$ cat src/rtl/mul8x8_seq.sv
// Sequential 8x8 unsigned multiplier that time-shares one 4x4 array
// multiplier over four nibble-pair steps, one partial product per cycle.

module mul4x4 (
  input  logic [3:0] x,
  input  logic [3:0] y,
  output logic [7:0] p
);

  logic [7:0] row0;
  logic [7:0] row1;
  logic [7:0] row2;
  logic [7:0] row3;

  always_comb begin
    row0 = y[0] ? {4'b0, x}       : 8'h00;
    row1 = y[1] ? {3'b0, x, 1'b0} : 8'h00;
    row2 = y[2] ? {2'b0, x, 2'b0} : 8'h00;
    row3 = y[3] ? {1'b0, x, 3'b0} : 8'h00;
    p    = row0 + row1 + row2 + row3;
  end

endmodule

module mul8x8_seq (
  input  logic        clk,
  input  logic        rst_n,
  input  logic        start,
  input  logic [7:0]  a,
  input  logic [7:0]  b,
  output logic        busy,
  output logic        done,
  output logic [15:0] res
);

  typedef enum logic [1:0] {
    IDLE = 2'd0,
    MUL  = 2'd1,
    DONE = 2'd2
  } state_t;

  state_t      state_q;
  state_t      state_d;
  logic [1:0]  step_q;
  logic [7:0]  a_q;
  logic [7:0]  b_q;
  logic [15:0] acc_q;
  logic [15:0] res_q;

  logic        accept;
  logic        in_mul;
  logic        last_step;
  logic [3:0]  nib_x;
  logic [3:0]  nib_y;
  logic [7:0]  pp;
  logic [15:0] pp_sh;
  logic [15:0] acc_sum;

  assign in_mul    = (state_q == MUL);
  assign accept    = !in_mul && start;
  assign last_step = in_mul && (step_q == 2'd3);

  // State register
  always_ff @(posedge clk) begin
    if (!rst_n) begin
      state_q <= IDLE;
    end else begin
      state_q <= state_d;
    end
  end

  // Next-state logic; DONE always falls back to IDLE unless restarted
  always_comb begin
    state_d = state_q;
    unique case (state_q)
      IDLE,
      DONE: state_d = start ? MUL : IDLE;
      MUL:  state_d = (step_q == 2'd3) ? DONE : MUL;
      default: state_d = IDLE;
    endcase
  end

  // Outputs
  always_comb begin
    busy = (state_q == MUL);
    done = (state_q == DONE);
    res  = res_q;
  end

  // Nibble pair for the current step
  always_comb begin
    nib_x = a_q[3:0];
    nib_y = b_q[3:0];
    unique case (step_q)
      2'd0: begin nib_x = a_q[3:0]; nib_y = b_q[3:0]; end
      2'd1: begin nib_x = a_q[7:4]; nib_y = b_q[3:0]; end
      2'd2: begin nib_x = a_q[3:0]; nib_y = b_q[7:4]; end
      2'd3: begin nib_x = a_q[7:4]; nib_y = b_q[7:4]; end
      default: begin nib_x = 4'h0; nib_y = 4'h0; end
    endcase
  end

  mul4x4 u_mul4x4 (
    .x (nib_x),
    .y (nib_y),
    .p (pp)
  );

  // Weight of the partial product: cross terms share shift 4
  always_comb begin
    pp_sh = {8'h00, pp};
    unique case (step_q)
      2'd0:    pp_sh = {8'h00, pp};
      2'd1,
      2'd2:    pp_sh = {4'h0, pp, 4'h0};
      2'd3:    pp_sh = {pp, 8'h00};
      default: pp_sh = 16'h0000;
    endcase
    acc_sum = acc_q + pp_sh;
  end

  // Datapath
  always_ff @(posedge clk) begin
    if (!rst_n) begin
      step_q <= 2'd0;
      a_q    <= 8'h00;
      b_q    <= 8'h00;
      acc_q  <= 16'h0000;
      res_q  <= 16'h0000;
    end else if (accept) begin
      step_q <= 2'd0;
      a_q    <= a;
      b_q    <= b;
      acc_q  <= 16'h0000;
    end else if (in_mul) begin
      step_q <= step_q + 2'd1;
      acc_q  <= acc_sum;
      if (last_step) begin
        res_q <= acc_sum;
      end
    end
  end

endmodule

$ cat config.mk
export PLATFORM = sky130hd
export DESIGN_NAME = mul8x8_seq
export DESIGN_NICKNAME = d
export VERILOG_FILES = /design/src/rtl/mul8x8_seq.sv
export SDC_FILE = /design/constraint.sdc
export NUM_CORES = 1
export LEC_CHECK = 0
export CAP_MARGIN = 0
export CORE_MARGIN = 5
export CORE_UTILIZATION = 40
export CTS_BUF_LIST = sky130_fd_sc_hd__clkbuf_8
export DETAILED_ROUTE_END_ITERATION = 10
export PLACE_DENSITY = 0.71
export RECOVER_POWER = 25
export SYNTH_ARGS = -nofsm -noshare
export SYNTH_HDL_FRONTEND = slang
export SYNTH_SLANG_ARGS = --single-unit
$ cat constraint.sdc
create_clock -name clk -period 7.4 [get_ports clk]
set_clock_uncertainty 0.15 [all_clocks]
set_input_delay 0.74 -clock clk [delete_from_list [all_inputs] [get_ports clk]]
set_output_delay 0.74 -clock clk [all_outputs]
set_load 0.1 [all_outputs]
==> results by group <==
Synth
  – Mapped Cells: 411
  – Register area share after synthesis: 0.315
  – Post-synth cell types: 48
  – Async SR Flop Fraction: 0
  – Cell area after synthesis: 3300 um^2
  – Post-synth EDFFs: 0
  – Ys Warns: 0
  – Most frequent cell after synthesis: nand2_1
  – Largest area contributor in the netlist: dfxtp_1
  – Post-synth top cells: nand2_1 (88), dfxtp_1 (52), a21oi_1 (51)
  – Average size of a mapped cell: 8.03 um^2
  – Synth top area cells: dfxtp_1 (32%), ha_1 (11%), nand2_1 (10%), a21oi_1 (7.7%), nor2_1 (3.8%)
  – Synthesized net count: 465
  – #FFs+latches synth: 52
  – Primary FF master, synth: dfxtp_1
  – Top cell type's share of synthesized area: 0.315

Worst setup path
  – Worst Setup EP: acc_q[14]$_SDFFE_PP0P_
  – Worst R2R Path Depth: 21
  – Worst path top cell family by delay: adder cells
  – CP max stage cell: fa_1
  – CP Buf/Inv Count: 2
  – Worst path cell trace: ha_1 > nor2_1 > mux2i_1 > nor2_1 > fa_1 > inv_1 > fa_1 > inv_1 > ha_1 > fa_1 > and3_1 > or3_1 > and2_1 > a22oi_1 > nor2_1 > ha_1 > a21oi_1 > o21a_1 > a31oi_1 > xnor2_1 > a211oi_2
  – Setup crit end kind: flop
  – Crit path max fanout: 13
  – Reg2reg setup slack: 1.25 ns
  – Critical path origin: step_q[0]$_SDFFE_PP0P_
  – Worst stage delay on the critical path: 0.54 ns
  – Critical Path Source Type: flop
  – Worst path required time: 7.41 ns
  – Critical path class: flop to flop
  – Critical Path AT: 6.17 ns
  – Crit Reg-Reg Endpoint: acc_q[14]$_SDFFE_PP0P_
  – R2r startpoint: step_q[0]$_SDFFE_PP0P_
  – Stages on the worst setup path: 21

Clock network
  – Worst-Skew Late Latency: 0.31 ns
  – CTS tree: done
  – H-tree levels: 2
  – Clock transition at path regs: 0.10 ns
  – Post-CTS Setup Bufs: 0
  – CTS Buf Count: 5
  – CTS hold repair buffers: 0
  – Root buffer cell: clkbuf_8
  – Post-CTS Resized: 0
  – CTS sink cnt: 52
  – Clk buf depth: 2

STA
  – Fmax: 0.163 GHz
  – Tmin final: 6.15 ns
  – Slew Limit Fails: 0
  – Final Hold Fails: 0
  – Final period utilization: 0.831
  – Total Negative Setup Slacks: 0 ns
  – Unrepaired setup endpoints after global routing: false
  – Hold Slack: 0.305 ns
  – Slew @ Worst Pin: 0.983 ns
  – Final Setup Violations: 0
  – Rel. slew slack: 0.342

Route
  – DRC Markers: 0
  – Drt pass-1 iters: 4
  – Vias per cell: 5.31
  – DR vias: 2880
  – Routed WL per cell: 13.7 um
  – ANT nets after route: 0
  – Initial drt markers: 145
  – Total wire length: 7410 um

Placed design
  – Dpl hpwl: 5600 um
  – Gpl congestion: 0.904
  – Placed cell areas: 3670 um^2
  – Port bufs: 36

Flow run
  – Max Cap Viol: 0

Global route
  – Initial antenna violation count: 0
  – First-pass GRT wire length: 12800 um
  – Largest net degree at the start of global routing: 32
  – Grt total ovfl: 0
  – Vias in the first global route: 2781
  – Tot GR Track Use: 0.154

Floorplan
  – Vert. Die Dim: 101 um
  – Die Wd: 101 um
  – Core Footprint: 8130 um^2
  – Initial core utilization: 0.406
  – Row count: 33
  – Ports: 37
  – DIE AREA: 10200 um^2

Cells and area
  – Fin area: 3760 um^2
  – Share of cells above drive strength 1: 0.0435
  – Register area: 1040 um^2
  – Synth-to-layout area growth: 13.9%
  – Fillcell total: 783
  – Area of the multi-input gates: 2070 um^2
  – Layout net count: 490
  – Antenna diode instance count: 0

Outcome
  – Status: finished, final reports clean

Pwr
  – Static Leak: 1.62 nW
  – PwrDens: 140 nW/um^2
  – Peak VDD IR: 61.4 uV

Worst hold path
  – Hold Path Class: flop to flop
==> power by group <==
| group | internal (W) | switching [W] | total (W) |
|---|---|---|---|
| registers | 0.000287 | 0.00000482 | 0.000292 |
| logic | 0.0000255 | 0.0000418 | 0.0000673 |
| clock network | 0.0000738 | 0.0000916 | 0.000165 |
==> flip-flops by register name, indices dropped and copies added (netlist names) <==
register  flops
acc_q        16
step_q        2
b_q           8
res          16
state_q       2
a_q           8
==> layout make-up <==
cell class,count,area share
inverter,15,0.0150
tap,105,0.0350
multi-input combinational,325,0.551
sequential,52,0.277
timing repair buffer,37,0.0979
clock buffer,6,0.0220
clock inverter,2,0.00200
==> per-stage QoR <==
| stage | cells | setup slack [ns] | total power (W) | util |
|---|---|---|---|---|
| floorplan | 411 | 1.84 | 0.000344 | - |
| global placement | 534 | 1.45 | 0.000365 | 0.451 |
| detailed placement | 534 | 1.29 | 0.000366 | 0.451 |
| CTS | 542 | 1.28 | 0.000532 | 0.462 |
| global route | 542 | 0.847 | 0.000551 | 0.462 |
| finish | 542 | 1.25 | 0.000524 | 0.462 |
==> cells by family after synthesis <==
group                    count (synthesis)  share of synthesized area
flip-flops                              52                      0.315
AND/OR/NAND/NOR                        168                      0.226
multiplexers                            10                     0.0303
buffers and inverters                   34                     0.0569
AO/OA/AOI/OAI                           97                      0.186
XOR/XNOR                                15                     0.0398
adder cells (fa/ha/maj)                 35                      0.146
==> metal layers <==
layer	vias to the layer above	wire [um]	global-route usage	part of all wire
met5	-	0	0	0
met1	1345	3310	0.199	0.45
met2	54	3600	0.255	0.49
met4	0	124	0.0611	0.017
met3	8	376	0.0228	0.051
li1	1473	-	-	-
==> tightest hold or removal path: stages, from the launching register on <==
cell     delay (ns)
dfxtp_1        0.31
nand2_1        0.05
a21oi_1        0.05
==> placed cells by master, fill, tap and decap left out, types with 2 or more instances in the layout <==
| cell | Yosys | final |
|---|---|---|
| a21oi_1 | 51 | 51 |
| and3b_1 | 3 | 3 |
| a22o_1 | 3 | 3 |
| dfxtp_1 | 52 | 52 |
| o22ai_1 | 2 | 2 |
| o21ai_1 | 2 | 2 |
| xor2_1 | 5 | 5 |
| mux2i_1 | 10 | 10 |
| nor2_1 | 33 | 33 |
| and3_1 | 2 | 2 |
| a211oi_2 | 3 | 3 |
| nand3_1 | 11 | 11 |
| dlygate4sd3_1 | 0 | 14 |
| nor3_1 | 4 | 4 |
| ha_1 | 29 | 29 |
| xnor2_1 | 10 | 10 |
| or3_1 | 2 | 2 |
| a22oi_1 | 3 | 3 |
| clkdlybuf4s50_1 | 0 | 22 |
| a31oi_1 | 4 | 4 |
| or4_1 | 2 | 2 |
| nand4_1 | 6 | 6 |
| nor2b_1 | 2 | 2 |
| nand2_1 | 88 | 88 |
| inv_1 | 15 | 17 |
| nand2b_1 | 3 | 3 |
| fa_1 | 6 | 6 |
| a211oi_1 | 4 | 4 |
| o21ai_0 | 9 | 9 |
| a21o_1 | 3 | 3 |
| clkbuf_8 | 5 | 6 |
| or2_2 | 4 | 4 |
| and2_1 | 5 | 4 |
| o211ai_1 | 4 | 4 |
==> how the worst min path moves through the flow <==
stage                              startpoint                   to  cells past startpoint
after floorplan           a_q[5]$_SDFFE_PN0P_  a_q[5]$_SDFFE_PN0P_                      2
after global placement    res[9]$_SDFFE_PN0P_  res[9]$_SDFFE_PN0P_                      2
after detailed placement  a_q[5]$_SDFFE_PN0P_  a_q[5]$_SDFFE_PN0P_                      2
after CTS                 res[5]$_SDFFE_PN0P_  res[5]$_SDFFE_PN0P_                      2
after global routing      res[5]$_SDFFE_PN0P_  res[5]$_SDFFE_PN0P_                      2
final                     res[4]$_SDFFE_PN0P_  res[4]$_SDFFE_PN0P_                      2
No activity file was read; power rests on OpenSTA's default activity.
